<file path="src/rtl/serializer_8_1_bit_if.sv">
// ----------------------------------------------------------------------------
// serializer_8_1_bit_if
//
// Purpose:
//   Bundles the parallel input channel and the serial output channel of
//   serializer_8_1_bit. Clock and reset stay plain module ports.
//
// Signals:
//   in_word   [7:0]  parallel word offered to the serializer
//   in_valid         in_word is valid
//   in_ready         serializer can accept in_word this cycle
//   out_bit          current serial bit
//   out_valid        out_bit is valid
//   out_ready        consumer accepts out_bit this cycle
//   out_last         out_bit is the final bit (index 7) of its word
//   bit_index [2:0]  index of the beat being presented (mux select)
//
// Modports:
//   master  surrounding logic: drives in_word/in_valid and out_ready
//   slave   the serializer: drives in_ready and the serial outputs
// ----------------------------------------------------------------------------
interface serializer_8_1_bit_if;
    logic [7:0] in_word;
    logic       in_valid;
    logic       in_ready;
    logic       out_bit;
    logic       out_valid;
    logic       out_ready;
    logic       out_last;
    logic [2:0] bit_index;

    modport master (
        output in_word, in_valid, out_ready,
        input  in_ready, out_bit, out_valid, out_last, bit_index
    );

    modport slave (
        input  in_word, in_valid, out_ready,
        output in_ready, out_bit, out_valid, out_last, bit_index
    );
endinterface

</file>
<file path="src/rtl/serializer_8_1_bit.sv">
// ----------------------------------------------------------------------------
// serializer_8_1_bit
//
// Purpose:
//   Parallel-to-serial stage. Captures an 8-bit word over a valid/ready
//   handshake, then presents it one bit per accepted output beat. The beat
//   index doubles as the 3-bit select of an 8:1 one-bit mux. A new word can
//   be taken on the final beat of the current one, so back-to-back words
//   stream at 1 bit/cycle with no bubble.
//
// Parameters:
//   IDLE_OUT  value driven on out_bit while out_valid is 0
//
// Ports:
//   clock  rising-edge clock
//   reset  synchronous, active-high reset
//   bus    serializer_8_1_bit_if.slave (input word channel, serial output)
//
// Build option:
//   SERIALIZER_MSB_FIRST_EN  when defined, hold[7] is emitted first and
//                            hold[0] last; otherwise LSB first. bit_index,
//                            out_last and the handshakes are unchanged.
// ----------------------------------------------------------------------------
module serializer_8_1_bit #(
    parameter logic IDLE_OUT = 1'b0
) (
    input logic                  clock,
    input logic                  reset,
    serializer_8_1_bit_if.slave  bus
);

    typedef enum logic {
        IDLE,
        SHIFT
    } state_t;

    state_t     state;
    logic [7:0] hold;
    logic [2:0] bit_index_q;
    logic [2:0] sel;
    logic       at_last;
    logic       accept;
    logic       beat;
    logic       out_bit_c;

    // ------------------------------------------------------------------
    // Output and handshake decode (all from registered state)
    // ------------------------------------------------------------------
    assign at_last = (bit_index_q == 3'd7);

    assign bus.out_valid = (state == SHIFT);
    assign bus.out_last  = (state == SHIFT) && at_last;
    assign bus.bit_index = bit_index_q;

    // Reload is only allowed on the final beat of a word, so hold is never
    // overwritten while bits of it are still pending. Reset blocks intake
    // combinationally so nothing is captured during the reset cycle.
    assign bus.in_ready = !reset &&
                          ((state == IDLE) ||
                           ((state == SHIFT) && at_last && bus.out_ready));

    assign accept = bus.in_valid && bus.in_ready;
    assign beat   = bus.out_valid && bus.out_ready;

`ifdef SERIALIZER_MSB_FIRST_EN
    assign sel = 3'd7 - bit_index_q;
`else
    assign sel = bit_index_q;
`endif

    // 8:1 select straight from the hold register: no added latency.
    // NOTE: every variable written in always_comb gets a default first, so
    // no path leaves it unassigned and no latch is inferred.
    always_comb begin
        out_bit_c = IDLE_OUT;
        if (state == SHIFT) begin
            out_bit_c = hold[sel];
        end
    end

    assign bus.out_bit = out_bit_c;

    // ------------------------------------------------------------------
    // State machine
    // ------------------------------------------------------------------
    // NOTE: sequential state uses non-blocking assignments so every
    // register samples pre-edge values, independent of statement order.
    // NOTE: hold is a single data register (not a memory array), so it is
    // cleared on reset along with the control state.
    always_ff @(posedge clock) begin
        if (reset) begin
            state       <= IDLE;
            hold        <= 8'h00;
            bit_index_q <= 3'd0;
        end else begin
            case (state)
                IDLE: begin
                    if (accept) begin
                        hold        <= bus.in_word;
                        bit_index_q <= 3'd0;
                        state       <= SHIFT;
                    end
                end

                SHIFT: begin
                    // Without a beat (out_ready=0) everything holds, which
                    // keeps out_bit/out_last/out_valid stable while stalled.
                    if (beat) begin
                        if (!at_last) begin
                            bit_index_q <= bit_index_q + 3'd1;
                        end else if (accept) begin
                            // Final beat overlaps the next load: no gap.
                            hold        <= bus.in_word;
                            bit_index_q <= 3'd0;
                        end else begin
                            bit_index_q <= 3'd0;
                            state       <= IDLE;
                        end
                    end
                end

                default: begin
                    state       <= IDLE;
                    bit_index_q <= 3'd0;
                end
            endcase
        end
    end

endmodule
</file>
<file path="src/flat_wrapper.sv">
// flat-port wrapper written by rule: the top's interface ports become plain ports
module serializer_8_1_bit_flat 
#(
    parameter logic IDLE_OUT = 1'b0
)
  (clock, reset, bus_in_word, bus_in_valid, bus_out_ready, bus_in_ready, bus_out_bit, bus_out_valid, bus_out_last, bus_bit_index);
  serializer_8_1_bit_if bus_i ();
  input logic clock;
  input logic reset;
  input wire logic [$bits(bus_i.in_word)-1:0] bus_in_word;
  input wire logic [$bits(bus_i.in_valid)-1:0] bus_in_valid;
  input wire logic [$bits(bus_i.out_ready)-1:0] bus_out_ready;
  output wire logic [$bits(bus_i.in_ready)-1:0] bus_in_ready;
  output wire logic [$bits(bus_i.out_bit)-1:0] bus_out_bit;
  output wire logic [$bits(bus_i.out_valid)-1:0] bus_out_valid;
  output wire logic [$bits(bus_i.out_last)-1:0] bus_out_last;
  output wire logic [$bits(bus_i.bit_index)-1:0] bus_bit_index;
  assign bus_i.in_word = bus_in_word;
  assign bus_i.in_valid = bus_in_valid;
  assign bus_i.out_ready = bus_out_ready;
  assign bus_in_ready = bus_i.in_ready;
  assign bus_out_bit = bus_i.out_bit;
  assign bus_out_valid = bus_i.out_valid;
  assign bus_out_last = bus_i.out_last;
  assign bus_bit_index = bus_i.bit_index;
  serializer_8_1_bit #(.IDLE_OUT(IDLE_OUT)) u_core (.clock(clock), .reset(reset), .bus(bus_i));
endmodule
</file>
<file path="config.mk">
export PLATFORM = sky130hd
export DESIGN_NAME = serializer_8_1_bit_flat
export DESIGN_NICKNAME = d
export VERILOG_FILES = /design/src/rtl/serializer_8_1_bit_if.sv /design/src/rtl/serializer_8_1_bit.sv /design/src/flat_wrapper.sv
export SDC_FILE = /design/constraint.sdc
export NUM_CORES = 1
export LEC_CHECK = 0
export ABC_AREA = 1
export BUFFER_PORTS_ARGS = -buffer_cell sky130_fd_sc_hd__buf_2
export CAP_MARGIN = 20
export CORE_AREA = 2 2 39 41
export CTS_BUF_LIST = sky130_fd_sc_hd__clkbuf_8
export DETAILED_ROUTE_END_ITERATION = 8
export DIE_AREA = 0 0 41 43
export PLACE_DENSITY = 0.69
export SLEW_MARGIN = 20
export SYNTH_ARGS = -nofsm -noshare
export SYNTH_HDL_FRONTEND = slang
export SYNTH_SLANG_ARGS = --single-unit
</file>
<file path="constraint.sdc">
create_clock -name clock -period 1.65 [get_ports clock]
set_clock_uncertainty 0.05 [all_clocks]
set_input_delay 0.165 -clock clock [delete_from_list [all_inputs] [get_ports clock]]
set_output_delay 0.165 -clock clock [all_outputs]
set_load 0.01 [all_outputs]
</file>
======== Yosys cells after proc, flatten, opt, wreduce, memory -nomap -nowiden ========
Cells that the tools add are included.
operators by class
  shifts and indexed selects .............. 0
  magnitude comparators ................... 1
  bitwise gates (word level) .............. 1
  mux-type cells .......................... 15
  equality and inequality tests ........... 4
  multiply operators ...................... 0
  reduce and logical (&&, ||, !) cells .... 9
  div/mod/pow operators ................... 0
  $add $sub $neg .......................... 1
operators by type and width
  kind                                                    number
  two-way mux 8 bit                                       3
  case mux 8 bit (2 select lines)                         1
  two-way mux 3 bit                                       3
  case mux 3 bit (2 select lines)                         1
  logical AND 1 bit                                       5
  two-way mux 1 bit                                       5
  < comparator 3 x 4 -> 1 bit (second input constant)     1
  inequality test 2 bit (second input constant)           2
  AND reduction 2 bit                                     2
  adder 3 x 1 -> 3 bit (second input constant)            1
  binary-select mux 1 bit (select 3 bit)                  1
  == test 3 bit (second input constant)                   1
  inequality test 2 x 1 -> 1 bit (second input constant)  1
  case mux 1 bit (2 select lines)                         1
  logical NOT 1 bit                                       1
  logical OR 1 bit                                        1
  inverter 1 bit                                          1
word-level totals
  ROM bits ................................ 0
  output and inout bits ................... 7
  bits of input ports ..................... 12
  logic and storage cells ................. 34
  register bits ........................... 12
  RAM bits ................................ 0
  memories kept ........................... 0
  bits in latches ......................... 0

======== Logic depth before layout (Yosys ltp) ========
  depth after elaboration ................. 10
  gate-level depth with buffers ........... 8
  gate-level depth less buffers ........... 8

======== Worst setup path after synthesis ========
Ideal clock, no wire load.
  path type ............................... reg-to-reg
  start point ............................. reg u_core.bit_index_q[0] (netlist: u_core.bus.bit_index[0])
  end point ............................... reg u_core.hold[0]
  stages on the path, launching flop included .. 9
  slack ................................... 191 ps
  arrival ................................. 1351 ps
  data required time ...................... 1542 ps
  clock period less this slack ............ 1459 ps
  path buffers ............................ 0
  setup time .............................. 58 ps
  cells stage by stage .................... dfxtp_1 ha_1 ha_1 nand2_1 nand2_1 nand3_2 inv_1 nand2_1 nand2_1
on the way
  longest elaborated chain between the ends .. 10
  elaborated cells between the ends (all ways) .. 12
  classes of those cells .................. eq/ne (2); mux (4); reduce/logical (6)
ends and longest elaborated chain
  element                          RTL line                   text
  from (decl)                      serializer_8_1_bit.sv:39   logic [2:0] bit_index_q;
  from (signal assigned)           serializer_8_1_bit.sv:110  bit_index_q <= bit_index_q + 3'd1;
  == test 3 bit (*)                serializer_8_1_bit.sv:49   assign at_last = (bit_index_q == 3'd7);
  logical AND 1 bit (2 in series)  serializer_8_1_bit.sv:60   ((state == SHIFT) && at_last && bus.out_ready));
  logical OR 1 bit                 serializer_8_1_bit.sv:59   ((state == IDLE) ||
  logical AND 1 bit                serializer_8_1_bit.sv:58   assign bus.in_ready = !reset &&
  logical AND 1 bit                serializer_8_1_bit.sv:62   assign accept = bus.in_valid && bus.in_ready;
  two-way mux 8 bit (3 in series)  n/a
  case mux 8 bit (2 select lines)  n/a
  to (signal assigned)             serializer_8_1_bit.sv:99   hold <= bus.in_word;
  to (signal assigned)             serializer_8_1_bit.sv:113  hold <= bus.in_word;
  to (decl)                        serializer_8_1_bit.sv:38   logic [7:0] hold;
Mark *: on every way between the ends. The rest lies on a longest branch, timed or not. The select of a mux whose other input is x is not followed.
A chain may end at the register's enable or synchronous reset.

======== Worst setup path in the final report ========
  start point ............................. reg u_core.bit_index_q[0] (netlist: u_core.bus.bit_index[0])
  end point ............................... out bus_in_ready
on the way
  longest elaborated chain between the ends .. 5
ends and longest elaborated chain
  element                          RTL line                  text
  == test 3 bit                    serializer_8_1_bit.sv:49
  logical AND 1 bit (2 in series)  serializer_8_1_bit.sv:60
  logical OR 1 bit                 serializer_8_1_bit.sv:59
  logical AND 1 bit                serializer_8_1_bit.sv:58
  to (decl)                        flat_wrapper.sv:13        output wire logic [$bits(bus_i.in_ready)-1:0] bus_in_ready;
No other way between the ends.

==> flow_metrics.tcl <==
set metrics [dict create \
    critPathMaxFanout 2 \
    grt_pass1_vias 493 \
    slew_headroom_pct 85.2 \
    yosysSeqAreaShare_pct 40.2 \
    r2r-start "u_core.bus.bit_index[0]" \
    cap_violations 0 \
    vias 609 \
    placed_cells 126 \
    min_path_type "input pin to flip-flop" \
    holdPathStages 3 \
    path_class "flip-flop to primary output" \
    track_usage_pct 17.3 \
    p_total_w 0.000727 \
    reg2reg_slack_ns 0.21 \
    drt_first_pass_iters 5 \
    crit_family "adder cells" \
    synth.area.top_cells "dfxtp_1 (40%), nand2_1 (21%), nand3_1 (11%), inv_1 (9.4%), ha_1 (4.2%)" \
    h-tree-depth 1 \
    async_flop_share_pct 0 \
    crit_chain "ha_1 > ha_1 > nand2_1 > nand2_1 > inv_1 > nor2_1 > buf_2" \
    synth_cell_types 12 \
    path_depth 7 \
    wl_per_cell_um 9.19 \
    nNetsFinal 129 \
    r2r_cells 8 \
    cp.arrival_ns 1.34 \
    die_area_mm2 0.00176 \
    r2r-end "u_core.hold[5]" \
    cts_made_buffers 3 \
    synthCells 91 \
    grt_remaining_overflow 0 \
    cts_root_buf "clkbuf_8" \
    stdcell_count 130 \
    ctsResizeCount 0 \
    die_h_um 43 \
    num_antenna_cells 0 \
    synth_area_leader_cell "dfxtp_1" \
    layout-drive-gt1-share_pct 25.4 \
    ys_ff_latch 12 \
    place.gp.congestion 0.762 \
    syn_nets 105 \
    port-buffer-count 18 \
    cts_buffer_depth 2 \
    ant_nets 0 \
    critPathLaunchType "flip-flop" \
    crit_path_end_kind "primary output" \
    yosysWarnings 0 \
    antenna_found_initial 0 \
    required_ns 1.43 \
    dp_hpwl_um 939 \
    finalCritPeriodShare_pct 94.1 \
    slew_viol_final 0 \
    crit_start "u_core.bus.bit_index[0]" \
    clkSinkCount 12 \
    yosys-top-cells-count "nand2_1 (34), inv_1 (15), nand3_1 (13), dfxtp_1 (12), nor2_1 (5)" \
    syn_to_final_growth_pct 28.2 \
    routed_wl_mm 1.20 \
    grt_max_degree 12 \
    synth_area_per_cell_um2 6.57 \
    initial_core_util_pct 43.2 \
    cp-endpoint "bus_in_ready" \
    fin_setup_tns_ns 0 \
    worst_slack_ns 0.0972 \
    dpl_cell_area_um2 712 \
    power_density_mw_per_mm2 948 \
    netlist_area_um2 598 \
    hold_buffers 0 \
    cts_tree "yes" \
    num_rows 14 \
    grt_pass1_wl_mm 2.08 \
    routed_via_density 4.68 \
    core-area_mm2 0.00138 \
    synth_most_common_cell "nand2_1" \
    die_w_um 41 \
    status "completed" \
    post-place-ws_ns 0.247 \
    synthFlopType "dfxtp_1" \
    cp_slowest_cell "dfxtp_1" \
    remaining_drc_errors 0 \
    crit_buf_inv 2 \
    clk_latency_ns 0.24 \
    fmax_ghz 0.644 \
    worst_slew_pin_slew_ns 0.221 \
    max_stage_delay_ns 0.31 \
    fin_area_um2 767 \
    dr.first_iter.drc_count 12 \
    synth_edf_count 0 \
    fin_crit_ns 1.55 \
    setup_viol 0 \
    path_clk_slew_ns 0.05 \
    post-cts-setup-buffers 0 \
    rsz0062_at_grt "false" \
    synth.top_cell.area_share_pct 40.2 \
    hold_viol 0 \
    ios 19 \
    peakVddDrop_mv 0.527 \
    p_leak_nw 0.438 \
]
-- cell type report --
type / count / area, µm²
Multi-Input combinational cell: 61 / 283
Clock buffer: 4 / 55.1
Inverter: 17 / 63.8
Timing Repair Buffer: 20 / 105
Fill cell: 139 / 617
Sequential cell: 12 / 240
Tap cell: 16 / 20.0
-- stage by stage --
step / hold WS (ns) / utilization (%)
floorplan: 0.184 / -
global placement: 0.309 / 51.4
detailed placement: 0.317 / 51.4
CTS: 0.0736 / 55.4
global route: 0.0794 / 55.4
finish: 0.0680 / 55.4
-- kinds of logic (layout without fill, tap and decap cells) --
kind of cell             count (synthesis)  in the layout  synth area share, %
flip-flops                              12             12                 40.2
AND/OR/NAND/NOR                         55             55                 39.7
adder cells (fa/ha/maj)                  2              2                 4.18
buffers and inverters                   18             41                 12.6
AO/OA/AOI/OAI                            4              4                 3.35
-- tightest hold or removal path: cells and delay by family --
| kind | cells | cell delay (ns) |
|---|---|---|
| buffers and inverters | 1 | 0.07 |
| AND/OR/NAND/NOR | 2 | 0.09 |
-- worst min path at each step --
stage                         startpoint                      end  slack [ns]
after floorplan                    reset  u_core.bus.bit_index[1]        0.18
after global placement    bus_in_word[6]           u_core.hold[6]        0.31
after detailed placement  bus_in_word[0]           u_core.hold[0]        0.32
after CTS                 bus_in_word[3]           u_core.hold[3]        0.07
after global routing      bus_in_word[4]           u_core.hold[4]        0.08
final                     bus_in_word[3]           u_core.hold[3]        0.07
-- power by group --
part	leakage (nW)	total (W)	switching, W	internal [W]
combinational	0.311	0.0000917	0.0000535	0.0000382
sequential	0.0986	0.000320	0.0000119	0.000308
clock	0.0288	0.000316	0.000105	0.000211
-- per-layer routing --
layer	track usage, %	routed length (µm)
met1	24.9	605
met2	23.1	486
met3	4.71	71
met4	8.00	31
met5	0	0
-- state kept, by name, indices dropped and copies added (netlist names) --
name                  cells
u_core.bus.bit_index      3
u_core.bus.out_valid      1
u_core.hold               8
-- cells in the final DEF, fill, tap and decap left out, drive strengths merged --
cell type   n
o21ai       1
buf        20
a21oi       3
inv        17
ha          2
nor2        5
nand3      15
dfxtp      12
nand2      35
clkbuf      4
(Power assumes the default switching activity.)
